===== src/rtl/axi_req_arbiter_if.sv =====
// Single-beat AXI3 bus bundle shared by the CPU-side arbiter (master) and the fabric (slave).
interface axi_req_arbiter_if;
  localparam int unsigned ID_W   = 4;
  localparam int unsigned ADDR_W = 32;
  localparam int unsigned DATA_W = 32;
  localparam int unsigned STRB_W = DATA_W / 8;

  logic [ID_W-1:0]   arid;
  logic [ADDR_W-1:0] araddr;
  logic [3:0]        arlen;
  logic [2:0]        arsize;
  logic [1:0]        arburst;
  logic              arvalid;
  logic              arready;

  logic [ID_W-1:0]   rid;
  logic [DATA_W-1:0] rdata;
  logic              rvalid;
  logic              rready;

  logic [ID_W-1:0]   awid;
  logic [ADDR_W-1:0] awaddr;
  logic [3:0]        awlen;
  logic [2:0]        awsize;
  logic [1:0]        awburst;
  logic              awvalid;
  logic              awready;

  logic [ID_W-1:0]   wid;
  logic [DATA_W-1:0] wdata;
  logic [STRB_W-1:0] wstrb;
  logic              wlast;
  logic              wvalid;
  logic              wready;

  logic              bvalid;
  logic              bready;

  modport master (
    output arid, araddr, arlen, arsize, arburst, arvalid,
    input  arready,
    input  rid, rdata, rvalid,
    output rready,
    output awid, awaddr, awlen, awsize, awburst, awvalid,
    input  awready,
    output wid, wdata, wstrb, wlast, wvalid,
    input  wready,
    input  bvalid,
    output bready
  );

  modport slave (
    input  arid, araddr, arlen, arsize, arburst, arvalid,
    output arready,
    output rid, rdata, rvalid,
    input  rready,
    input  awid, awaddr, awlen, awsize, awburst, awvalid,
    output awready,
    input  wid, wdata, wstrb, wlast, wvalid,
    output wready,
    output bvalid,
    input  bready
  );
endinterface


===== src/rtl/axi_req_arbiter.sv =====
// Shares one AXI master port between the I-side and D-side SRAM-like request/ack interfaces,
// one single-beat transaction in flight at a time.
module axi_req_arbiter #(
  parameter logic [3:0] INST_ID = 4'd0,
  parameter logic [3:0] DATA_ID = 4'd1
) (
  input  logic              clk,
  input  logic              resetn,
  input  logic              inst_req,
  input  logic [31:0]       inst_addr,
  output logic              inst_addr_ok,
  output logic              inst_data_ok,
  output logic [31:0]       inst_rdata,
  input  logic              data_req,
  input  logic              data_wr,
  input  logic [1:0]        data_size,
  input  logic [31:0]       data_addr,
  input  logic [31:0]       data_wdata,
  input  logic [3:0]        data_wstrb,
  output logic              data_addr_ok,
  output logic              data_data_ok,
  output logic [31:0]       data_rdata,
  axi_req_arbiter_if.master axi
);
  localparam int unsigned ID_W   = 4;
  localparam int unsigned ADDR_W = 32;
  localparam int unsigned DATA_W = 32;
  localparam int unsigned STRB_W = 4;

  typedef enum logic [2:0] {IDLE, AR, R, AW_W, B} arbStateT;

  arbStateT          state, stateNext;
  logic [ID_W-1:0]   reqId;
  logic [ADDR_W-1:0] reqAddr;
  logic [2:0]        reqSize;
  logic [DATA_W-1:0] reqWdata;
  logic [STRB_W-1:0] reqWstrb;
  logic [DATA_W-1:0] rdataQ;
  logic              awDone, wDone, awDoneNext, wDoneNext;
  logic              lastD;
  logic              instOkQ, dataOkQ;
  logic              grantI, grantD;
  logic              arvalidC, rreadyC, awvalidC, wvalidC, breadyC;
  logic              rHs, bHs;

  // State register
  always_ff @(posedge clk or negedge resetn) begin
    if (!resetn) state <= IDLE;
    else         state <= stateNext;
  end

  // Next state, grant and bus handshakes; no grant in the data_ok cycle
  always_comb begin
    stateNext  = state;
    awDoneNext = awDone;
    wDoneNext  = wDone;
    grantI     = 1'b0;
    grantD     = 1'b0;
    arvalidC   = 1'b0;
    rreadyC    = 1'b0;
    awvalidC   = 1'b0;
    wvalidC    = 1'b0;
    breadyC    = 1'b0;
    case (state)
      IDLE: begin
        if (!instOkQ && !dataOkQ) begin
          grantI = inst_req && (!data_req || lastD);
          grantD = data_req && !grantI;
          if (grantI)      stateNext = AR;
          else if (grantD) stateNext = data_wr ? AW_W : AR;
        end
      end
      AR: begin
        arvalidC = 1'b1;
        if (axi.arready) stateNext = R;
      end
      R: begin
        rreadyC = 1'b1;
        if (axi.rvalid) stateNext = IDLE;
      end
      AW_W: begin
        awvalidC   = !awDone;
        wvalidC    = !wDone;
        awDoneNext = awDone || axi.awready;
        wDoneNext  = wDone || axi.wready;
        if (awDoneNext && wDoneNext) begin
          stateNext  = B;
          awDoneNext = 1'b0;
          wDoneNext  = 1'b0;
        end
      end
      B: begin
        breadyC = 1'b1;
        if (axi.bvalid) stateNext = IDLE;
      end
      default: stateNext = IDLE;
    endcase
  end

  assign rHs = rreadyC && axi.rvalid;
  assign bHs = breadyC && axi.bvalid;

  // Request capture, write-handshake flags, read data and registered acks
  always_ff @(posedge clk or negedge resetn) begin
    if (!resetn) begin
      reqId    <= '0;
      reqAddr  <= '0;
      reqSize  <= '0;
      reqWdata <= '0;
      reqWstrb <= '0;
      rdataQ   <= '0;
      awDone   <= 1'b0;
      wDone    <= 1'b0;
      lastD    <= 1'b1;
      instOkQ  <= 1'b0;
      dataOkQ  <= 1'b0;
    end else begin
      if (grantI) begin
        reqId   <= INST_ID;
        reqAddr <= inst_addr;
        reqSize <= 3'd2;
        lastD   <= 1'b0;
      end else if (grantD) begin
        reqId    <= DATA_ID;
        reqAddr  <= data_addr;
        reqSize  <= 3'(data_size);
        reqWdata <= data_wdata;
        reqWstrb <= data_wstrb;
        lastD    <= 1'b1;
      end
      awDone  <= awDoneNext;
      wDone   <= wDoneNext;
      instOkQ <= rHs && (axi.rid == INST_ID);
      dataOkQ <= (rHs && (axi.rid == DATA_ID)) || bHs;
      if (rHs) rdataQ <= axi.rdata;
    end
  end

  assign inst_addr_ok = grantI;
  assign data_addr_ok = grantD;
  assign inst_data_ok = instOkQ;
  assign data_data_ok = dataOkQ;
  assign inst_rdata   = rdataQ;
  assign data_rdata   = rdataQ;

  assign axi.arid    = reqId;
  assign axi.araddr  = reqAddr;
  assign axi.arlen   = 4'd0;
  assign axi.arsize  = reqSize;
  assign axi.arburst = 2'b01;
  assign axi.arvalid = arvalidC;
  assign axi.rready  = rreadyC;
  assign axi.awid    = reqId;
  assign axi.awaddr  = reqAddr;
  assign axi.awlen   = 4'd0;
  assign axi.awsize  = reqSize;
  assign axi.awburst = 2'b01;
  assign axi.awvalid = awvalidC;
  assign axi.wid     = DATA_ID;
  assign axi.wdata   = reqWdata;
  assign axi.wstrb   = reqWstrb;
  assign axi.wlast   = wvalidC;
  assign axi.wvalid  = wvalidC;
  assign axi.bready  = breadyC;
endmodule

===== src/flat_wrapper.sv =====
// flat-port wrapper written by rule: the top's interface ports become plain ports
module axi_req_arbiter_flat 
#(
  parameter logic [3:0] INST_ID = 4'd0,
  parameter logic [3:0] DATA_ID = 4'd1
)
  (clk, resetn, inst_req, inst_addr, inst_addr_ok, inst_data_ok, inst_rdata, data_req, data_wr, data_size, data_addr, data_wdata, data_wstrb, data_addr_ok, data_data_ok, data_rdata, axi_arid, axi_araddr, axi_arlen, axi_arsize, axi_arburst, axi_arvalid, axi_arready, axi_rid, axi_rdata, axi_rvalid, axi_rready, axi_awid, axi_awaddr, axi_awlen, axi_awsize, axi_awburst, axi_awvalid, axi_awready, axi_wid, axi_wdata, axi_wstrb, axi_wlast, axi_wvalid, axi_wready, axi_bvalid, axi_bready);
  axi_req_arbiter_if axi_i ();
  input  logic clk;
  input  logic resetn;
  input  logic inst_req;
  input  logic [31:0] inst_addr;
  output logic inst_addr_ok;
  output logic inst_data_ok;
  output logic [31:0] inst_rdata;
  input  logic data_req;
  input  logic data_wr;
  input  logic [1:0] data_size;
  input  logic [31:0] data_addr;
  input  logic [31:0] data_wdata;
  input  logic [3:0] data_wstrb;
  output logic data_addr_ok;
  output logic data_data_ok;
  output logic [31:0] data_rdata;
  output wire logic [$bits(axi_i.arid)-1:0] axi_arid;
  output wire logic [$bits(axi_i.araddr)-1:0] axi_araddr;
  output wire logic [$bits(axi_i.arlen)-1:0] axi_arlen;
  output wire logic [$bits(axi_i.arsize)-1:0] axi_arsize;
  output wire logic [$bits(axi_i.arburst)-1:0] axi_arburst;
  output wire logic [$bits(axi_i.arvalid)-1:0] axi_arvalid;
  input wire logic [$bits(axi_i.arready)-1:0] axi_arready;
  input wire logic [$bits(axi_i.rid)-1:0] axi_rid;
  input wire logic [$bits(axi_i.rdata)-1:0] axi_rdata;
  input wire logic [$bits(axi_i.rvalid)-1:0] axi_rvalid;
  output wire logic [$bits(axi_i.rready)-1:0] axi_rready;
  output wire logic [$bits(axi_i.awid)-1:0] axi_awid;
  output wire logic [$bits(axi_i.awaddr)-1:0] axi_awaddr;
  output wire logic [$bits(axi_i.awlen)-1:0] axi_awlen;
  output wire logic [$bits(axi_i.awsize)-1:0] axi_awsize;
  output wire logic [$bits(axi_i.awburst)-1:0] axi_awburst;
  output wire logic [$bits(axi_i.awvalid)-1:0] axi_awvalid;
  input wire logic [$bits(axi_i.awready)-1:0] axi_awready;
  output wire logic [$bits(axi_i.wid)-1:0] axi_wid;
  output wire logic [$bits(axi_i.wdata)-1:0] axi_wdata;
  output wire logic [$bits(axi_i.wstrb)-1:0] axi_wstrb;
  output wire logic [$bits(axi_i.wlast)-1:0] axi_wlast;
  output wire logic [$bits(axi_i.wvalid)-1:0] axi_wvalid;
  input wire logic [$bits(axi_i.wready)-1:0] axi_wready;
  input wire logic [$bits(axi_i.bvalid)-1:0] axi_bvalid;
  output wire logic [$bits(axi_i.bready)-1:0] axi_bready;
  assign axi_arid = axi_i.arid;
  assign axi_araddr = axi_i.araddr;
  assign axi_arlen = axi_i.arlen;
  assign axi_arsize = axi_i.arsize;
  assign axi_arburst = axi_i.arburst;
  assign axi_arvalid = axi_i.arvalid;
  assign axi_i.arready = axi_arready;
  assign axi_i.rid = axi_rid;
  assign axi_i.rdata = axi_rdata;
  assign axi_i.rvalid = axi_rvalid;
  assign axi_rready = axi_i.rready;
  assign axi_awid = axi_i.awid;
  assign axi_awaddr = axi_i.awaddr;
  assign axi_awlen = axi_i.awlen;
  assign axi_awsize = axi_i.awsize;
  assign axi_awburst = axi_i.awburst;
  assign axi_awvalid = axi_i.awvalid;
  assign axi_i.awready = axi_awready;
  assign axi_wid = axi_i.wid;
  assign axi_wdata = axi_i.wdata;
  assign axi_wstrb = axi_i.wstrb;
  assign axi_wlast = axi_i.wlast;
  assign axi_wvalid = axi_i.wvalid;
  assign axi_i.wready = axi_wready;
  assign axi_i.bvalid = axi_bvalid;
  assign axi_bready = axi_i.bready;
  axi_req_arbiter #(.INST_ID(INST_ID), .DATA_ID(DATA_ID)) u_core (.clk(clk), .resetn(resetn), .inst_req(inst_req), .inst_addr(inst_addr), .inst_addr_ok(inst_addr_ok), .inst_data_ok(inst_data_ok), .inst_rdata(inst_rdata), .data_req(data_req), .data_wr(data_wr), .data_size(data_size), .data_addr(data_addr), .data_wdata(data_wdata), .data_wstrb(data_wstrb), .data_addr_ok(data_addr_ok), .data_data_ok(data_data_ok), .data_rdata(data_rdata), .axi(axi_i));
endmodule

===== config.mk =====
export PLATFORM = sky130hd
export DESIGN_NAME = axi_req_arbiter_flat
export DESIGN_NICKNAME = d
export VERILOG_FILES = /design/src/rtl/axi_req_arbiter_if.sv /design/src/rtl/axi_req_arbiter.sv /design/src/flat_wrapper.sv
export SDC_FILE = /design/constraint.sdc
export NUM_CORES = 1
export LEC_CHECK = 0
export BUFFER_PORTS_ARGS = -buffer_cell sky130_fd_sc_hd__buf_2
export CAP_MARGIN = 20
export CORE_AREA = 3 3 134 136
export DETAILED_ROUTE_END_ITERATION = 7
export DIE_AREA = 0 0 137 139
export PLACE_DENSITY = 0.69
export SETUP_SLACK_MARGIN = 0.3
export SYNTH_ARGS = -nofsm -noshare
export SYNTH_HDL_FRONTEND = slang
export SYNTH_SLANG_ARGS = --single-unit

===== constraint.sdc =====
create_clock -name clk -period 4.8 [get_ports clk]
set_input_delay 0.96 -clock clk [delete_from_list [all_inputs] [get_ports clk]]
set_output_delay 0.96 -clock clk [all_outputs]
set_load 0.01 [all_outputs]

Word-level counts from Yosys, hierarchy flattened
Index checks and enable logic that the tools add are counted.

operators by class
  $add $sub $neg = 0
  multipliers = 0
  div/mod/pow operators = 0
  $lt $le $gt $ge = 0
  eq/ne operators = 11
  shift operators = 0
  muxes and demuxes = 28
  bitwise logic cells = 1
  reductions and logical operators = 23

operator list
  cell                                                 count
  2-to-1 mux 32 bit                                    2
  2-to-1 mux 3 bit                                     9
  one-hot mux 3 bit (5 select lines)                   1
  2-to-1 mux 1 bit                                     13
  logical AND 1 bit                                    8
  2-to-1 mux 4 bit                                     2
  equality test 3 x 2 -> 1 bit, second input constant  2
  zero test 1 bit                                      6
  != test 2 bit, second input constant                 3
  AND reduction 6 bit                                  1
  equality test 4 x 1 -> 1 bit, second input constant  1
  zero test 4 bit                                      1
  logical OR 1 bit                                     4
  != test 2 x 1 -> 1 bit, second input constant        2
  equality test 3 x 1 -> 1 bit, second input constant  1
  equality test 3 bit, second input constant           1
  zero test 3 bit                                      1
  != test 3 x 1 -> 1 bit, second input constant        1
  2-to-1 mux 2 bit                                     1
  AND reduction 2 bit                                  1
  nonzero test 2 bit                                   1
  NOT 1 bit                                            1

word-level totals
  register bits = 115
  bits in latches = 0
  RAM bits = 0
  ROM bits = 0
  input bits = 148
  output and inout port bits = 204
  word-level logic and storage cells = 75
  memories kept = 0

Depth between registers and ports, before layout
Gate-level depths: netlist (run 1).

  depth after elaboration = 9
  gate-level depth with buffers = 6
  mapped depth without buffers = 3

Worst setup path after synthesis (run 1)
No wires, ideal clock.

  path type = input-to-output
  start point = input data_req
  end point = output data_addr_ok
  data arrival time = 1.783 ns
  data required time = 3.840 ns
  path slack = 2.057 ns
  cell stages on the path = 3
  buffers on the path = 1
  cell sequence = a21bo_2 -> nor3_4 -> buf_2

between the ends
  cells in the longest elaborated chain, start to end = 7

ends and longest elaborated chain
  item                 RTL line               source
  from (decl)          flat_wrapper.sv:16     input logic data_req;
  zero test 1 bit      axi_req_arbiter.sv:67  grantI = inst_req && (!data_req || lastD);
  logical OR 1 bit     axi_req_arbiter.sv:67
  logical AND 1 bit    axi_req_arbiter.sv:67
  zero test 1 bit      axi_req_arbiter.sv:68  grantD = data_req && !grantI;
  logical AND 1 bit *  axi_req_arbiter.sv:68
  2-to-1 mux 1 bit *   axi_req_arbiter.sv:66  if (!instOkQ && !dataOkQ) begin
  2-to-1 mux 1 bit *   axi_req_arbiter.sv:64  case (state)
  to (decl)            flat_wrapper.sv:22     output logic data_addr_ok;

Mark *: on every way between the ends. The rest lies on a longest branch, timed or not.

Final worst setup path (run 1)
  start point = register u_core.state[0]
  end point = output axi_wlast

between the ends
  cells in the longest elaborated chain, start to end = 2

ends and longest elaborated chain
  item                          RTL line               source
  from (decl)                   axi_req_arbiter.sv:32  arbStateT state, stateNext;
  from (signal assigned)        axi_req_arbiter.sv:49  else state <= stateNext;
  equality test 3 x 2 -> 1 bit  axi_req_arbiter.sv:64
  2-to-1 mux 1 bit              axi_req_arbiter.sv:64
  to (decl)                     flat_wrapper.sv:46     output wire logic [$bits(axi_i.wlast)-1:0] axi_wlast;

No other way between the ends.

==> flow_summary.yaml, run 1 <==
synthesis:
  ys_types: 37
  syn-cell-area_um2: 5290
  netlist_instances: 425
  syn_avg_cell_area_um2: 12.5
  async_flop_share: 1.00
  yosys_warnings: 0
  ys_seq_elements: 111
  synth-edff-count: 0
  synthFlopType: "dfrtp_1"
  ys_seq_area_frac: 0.525
global_routing:
  grtUsageMet1: 0.172
  grtUsageMet3: 0.0533
  grt_use_met2: 0.259
  grt_pass1_wl_mm: 22.4
  antenna_found_initial: 1
  top_usage_layer: "met2"
  grt_max_degree: 55
  overflow: 0
  grt_use_total: 0.147
  grt_pass1_vias: 4260
floorplanning:
  core_region_area_um2: 17100
  io-pin-count: 352
  die_w_um: 137
  start_util: 0.310
  fp.dieH_um: 139
  core.rowCount: 48
  dieArea_um2: 19000
flow_run:
  max-cap-violations: 0
sta:
  timing.final.crit_share: 0.629
  rsz0062_at_grt: "false"
  period_needed_ps: 3020
  finClkSkew_ps: 8.66
  final_hold_viol_count: 0
  fmax_mhz: 331
  slew_headroom: 0.330
  finalSetupViolCount: 0
  fin_tns_setup_ps: 0
  worst_slew_pin_slew_ps: 1010
  finalMaxSlewViolations: 0
  holdWs_ps: 502
worst_setup_path:
  path_cells: "nand3b_1, nor2_1, buf_2"
  r2r-start: "u_core.state[2]"
  max_stage_delay_ps: 1010
  critPathLaunch: "u_core.state[0]"
  start_kind: "flop"
  slowest_stage: "dfrtp_1"
  path_class: "flop to output port"
  arrival_ps: 2060
  end_kind: "output port"
  crit_fanout: 27
  worst_ep_required_time_ps: 3840
cells_and_area:
  fin_area_um2: 6840
  mostFrequentLayoutCells: "buf_2 (326), dfrtp_1 (110), mux2_2 (67)"
  layout_commonest_cell: "buf_2"
  diodes: 0
  fin_nets: 821
  areaGrowthSynthToFinish_pct: 29.2
  drive_above_1_share: 0.625
  stdcell_count: 903
clocking:
  cts_tree: "built"
  clkTransAtPathRegs_ps: 70
  cts.repair.resized: 0
  clockRootBuffer: "clkbuf_16"
  cts_buffers: 9
  cts_htree_levels: 3
  clkLatencyLatePin_ps: 350
  cts.path.max_buffers: 2
  cts_setup_buffers: 0
  cts_sinks: 111
  hold_buffers: 0
place:
  dp.cells: 887
  dp_hpwl_mm: 11.1
  place_area_um2: 6530
  gp_congestion: 0.712
  io_buffers: 327
power:
  vdd_drop_max_mv: 0.281
  power_per_cell_area_nw_per_um2: 692
  power_mw: 4.73
  p_leak_nw: 3.55
routing:
  via_per_inst: 4.55
  wl_per_cell_um: 16.1
  wl_mm: 14.5
  vias: 4110
  final_antenna_net_count: 0
  route.detailed.drc: 0
  drt_pass1_iterations: 4
  drt-initial-drc-count: 80
min_path:
  min_from: "u_core.axi.wstrb[2]"
  hp-class: "flop to flop"
run_status:
  outcome: "finished clean"
-- power breakdown --
group / switching [mW] / internal (mW)
Sequential: 0.357 / 1.40
Combinational: 1.12 / 1.07
Clock: 0.358 / 0.427
-- Yosys cell counts, drive strengths merged (3+ instances only) --
library cell | instances | area [um2]
dfrtp | 110 | 2750
nor4b | 3 | 26.3
nor4 | 16 | 106
nor2 | 9 | 33.8
a221o | 32 | 320
mux2 | 68 | 766
inv | 19 | 71.3
clkbuf | 12 | 45.0
o21ba | 3 | 30.0
a21oi | 3 | 15.0
nor3 | 4 | 31.3
a21boi | 14 | 105
buf | 106 | 781
-- critical path: cells and delay by family (launching register included) --
family / cells / cell delay [ps]
flip-flops: 1 / 1010
buffers and inverters: 1 / 160
AND/OR/NAND/NOR: 2 / 540
-- worst paths after layout --
check | cells past startpoint | slack, ps | to
max | 3 | 1780 | axi_wlast
min | 1 | 500 | u_core.axi.wstrb[2]
max reg2reg | 4 | 2230 | u_core.axi.wdata[27]
min reg2reg | 1 | 500 | u_core.axi.wstrb[2]
max in group asynchronous | 2 | 3230 | u_core.lastD
min in group asynchronous | 1 | 620 | u_core.axi.wdata[18]
-- state kept, by name, summed over array words and instances (netlist names) --
register,flops
u_core.axi.araddr,32
u_core.axi.wdata,32
u_core.data_rdata,32
u_core.axi.wstrb,4
u_core.state,3
u_core.axi.arsize,2
u_core.awDone,1
u_core.axi.arid,1
u_core.data_data_ok,1
u_core.inst_data_ok,1
u_core.lastD,1
u_core.wDone,1
-- final cells by class --
class                           instances  area, um2
Fill cell                            1672      10200
Sequential cell                       111       2780
Multi-Input combinational cell        199       1720
Timing Repair Buffer                  333       1680
Tap cell                              225        282
Clock buffer                           11        243
Inverter                               19       71.3
Clock inverter                          5       63.8
-- cells by family (layout without fill, tap and decap cells) --
group                  count (synthesis)  in the layout  share of synthesized area
other                                  2             24                    0.00142
DFF                                  111            111                      0.525
buffers and inverters                137            368                      0.169
and+or+nand+nor                       45             45                     0.0563
AOI/OAI and AO/OA                     62             62                      0.103
muxes                                 68             68                      0.145
-- metal layers --
layer	vias up	routed length (um)
met3	11	1610
met1	1987	5540
met2	218	7240
li1	1892	-
met5	-	13
met4	2	111
-- per-stage QoR --
stage	utilization	worst slack, ps
floorplan	-	2060
global placement	0.383	2030
detailed placement	0.383	2020
CTS	0.401	1760
global route	0.401	1570
finish	0.401	1780
No activity file was read; power rests on OpenSTA's default activity.
==> run 2: changes to the inputs <==
Settings changed: ABC_AREA from default to 1, PLACE_DENSITY 0.69 to 0.7.
Clock period 4.8 ns to 2.8 ns, I/O delays scaled along.
==> run 2 against run 1 <==
Sequential share of layout area decreased by 0.38 points. Via count increased by 19%. First-iteration DRC count increased to 3.3 times the previous value. Sequential cell count unchanged. Combinational power increased by 66%. Clock-buffer cell count unchanged. Setup slack got worse by 1200 ps.
==> flow_summary.yaml, run 2 <==
run_status:
  outcome: "finished clean"
power:
  power_per_cell_area_nw_per_um2: 1120
  vdd_drop_max_mv: 0.524
  p_leak_nw: 4.12
cells_and_area:
  mostFrequentLayoutCells: "buf_2 (326), nand2_1 (261), dfrtp_1 (110)"
  areaGrowthSynthToFinish_pct: 28.6
  fin_nets: 1039
  fin_area_um2: 6900
  drive_above_1_share: 0.410
  utilization: 0.405
  layout_commonest_cell: "buf_2"
  stdcell_count: 1121
  diodes: 0
worst_setup_path:
  arrival_ps: 1690
  path_cells: "inv_2, nand2_1, nand3_2, nor2_4, buf_2"
  reg2reg_slack_ps: 1020
  critPathLaunch: "u_core.lastD"
  start_kind: "flop"
  cpLargestDelayFamily: "flip-flops"
  slowest_stage: "dfstp_2"
  worst_ep_required_time_ps: 2240
  r2r-end: "u_core.axi.araddr[19]"
  cp-endpoint: "inst_addr_ok"
  r2r-start: "u_core.state[0]"
  path_buf_inv: 2
  rr_worst_depth: 6
  path_class: "flop to output port"
  crit_fanout: 17
  crit_cells: 5
  end_kind: "output port"
  max_stage_delay_ps: 550
sta:
  finClkSkew_ps: 13.7
  fin_tns_setup_ps: 0
  final_hold_viol_count: 0
  rsz0062_at_grt: "false"
  finalSetupViolCount: 0
  finalMaxSlewViolations: 0
  worst_slew_pin_slew_ps: 841
  slew_headroom: 0.438
  fmax_mhz: 444
  worst_slack_ps: 549
  period_needed_ps: 2250
  timing.final.crit_share: 0.804
floorplanning:
  start_util: 0.315
  die_w_um: 137
  fp.dieH_um: 139
  core.rowCount: 48
  dieArea_um2: 19000
  io-pin-count: 352
  core_region_area_um2: 17100
place:
  place_area_um2: 6620
  dp_hpwl_mm: 12.1
  gp_congestion: 0.807
  dp.cells: 1105
  pre_cts_ws_ps: 814
  io_buffers: 327
global_routing:
  antenna_found_initial: 0
  grt_use_total: 0.157
  grt_pass1_wl_mm: 23.8
  grt_pass1_vias: 4608
  grt_max_degree: 52
  overflow: 0
synthesis:
  syn-cell-area_um2: 5370
  synth.most_common_cell: "nand2_1"
  yosysTopAreaCell: "dfrtp_1"
  ys_seq_elements: 111
  yosysTopAreaCellShare: 0.513
  ys_seq_area_frac: 0.518
  synth_commonest_cells: "nand2_1 (261), dfrtp_1 (110), nand3_1 (103), buf_4 (92), buf_2 (19)"
  netlist_instances: 641
  synth-edff-count: 0
  async_flop_share: 1.00
  synth.area.top_cells: "dfrtp_1 (51%), nand2_1 (18%), buf_4 (13%)"
  yosys_warnings: 0
  ys_types: 22
  synthFlopType: "dfrtp_1"
  syn_avg_cell_area_um2: 8.37
routing:
  drt-initial-drc-count: 266
  via_per_inst: 4.38
  wl_per_cell_um: 14.0
  drt_pass1_iterations: 4
  vias: 4909
  final_antenna_net_count: 0
  route.detailed.drc: 0
  wl_mm: 15.7
clocking:
  clkLatencyLatePin_ps: 350
  clkTransAtPathRegs_ps: 80
  cts_buffers: 9
  cts_tree: "built"
  cts_setup_buffers: 0
  cts.path.max_buffers: 2
  cts.repair.resized: 0
  hold_buffers: 0
  cts_sinks: 111
  cts_htree_levels: 3
  clockRootBuffer: "clkbuf_16"
flow_run:
  max-cap-violations: 0
min_path:
  hp-class: "primary input to async pin"
==> run 2: changes by cell type in the layout (fill, tap and decap cells not counted), moves of 3 or more <==
cell	previous run	this run
nand2_1	2	261
inv_1	19	10
nor4b_1	3	0
nor2_4	0	4
a221o_1	32	0
nand3_1	0	103
buf_4	7	11
mux2_2	67	0
nor4_1	15	0
a21boi_0	14	0
o21ba_2	3	0
inv_2	0	4
==> run 2: area by class of cell <==
cell class / instances / area [um2]
Multi-Input combinational cell: 417 / 1770
Sequential cell: 111 / 2780
Fill cell: 1747 / 10200
Inverter: 14 / 52.6
Clock inverter: 5 / 40.0
Tap cell: 225 / 282
Clock buffer: 11 / 243
Timing Repair Buffer: 338 / 1730
==> run 2: worst min-delay path by stage <==
stage                                     from              endpoint  slack (ps)  cells after the start
after floorplan                         resetn         u_core.awDone         260                      0
after global placement    u_core.axi.wdata[17]  u_core.axi.wdata[17]         460                      2
after detailed placement   u_core.axi.wdata[4]   u_core.axi.wdata[4]         460                      2
after CTS                               resetn  u_core.data_rdata[9]         180                      1
after global routing                    resetn  u_core.data_rdata[9]         200                      1
final                                   resetn  u_core.data_rdata[9]         180                      1
==> run 2: metrics by stage <==
| step | hold slack [ps] | power [mW] |
|---|---|---|
| global route | 204 | 8.43 |
| CTS | 179 | 7.87 |
| detailed placement | 459 | 6.61 |
| finish | 178 | 7.75 |
| global placement | 458 | 6.52 |
| floorplan | 264 | 5.50 |
==> run 2: power by group <==
| group | internal [mW] | leakage, nW | total (mW) | switching (mW) |
|---|---|---|---|---|
| registers | 2.35 | 1.39 | 2.88 | 0.531 |
| clock network | 0.638 | 0.140 | 1.23 | 0.595 |
| logic | 1.40 | 2.59 | 3.64 | 2.23 |
| total | 4.39 | 4.12 | 7.75 | 3.36 |
==> run 2: worst reg2reg max path: cells and delay by family, from the launching register on <==
| family | cells | cell delay [ps] |
|---|---|---|
| simple gates | 5 | 1140 |
| flops | 1 | 460 |
| buf+inv | 1 | 90 |
==> run 2: logic make-up (layout without fill, tap and decap cells) <==
| logic type | Yosys count | after routing | share of synthesized area |
|---|---|---|---|
| buf+inv | 135 | 368 | 0.167 |
| simple gates | 387 | 387 | 0.307 |
| flops | 111 | 111 | 0.518 |
| other cells | 2 | 24 | 0.00140 |
| compound gates | 6 | 6 | 0.00629 |
==> run 2: layer usage <==
layer	GRT usage	wire length, um	vias up
met1	0.180	6100	2260
met2	0.285	7980	239
met4	0.0520	227	0
li1	-	-	2396
met5	0	0	-
met3	0.0330	1390	14
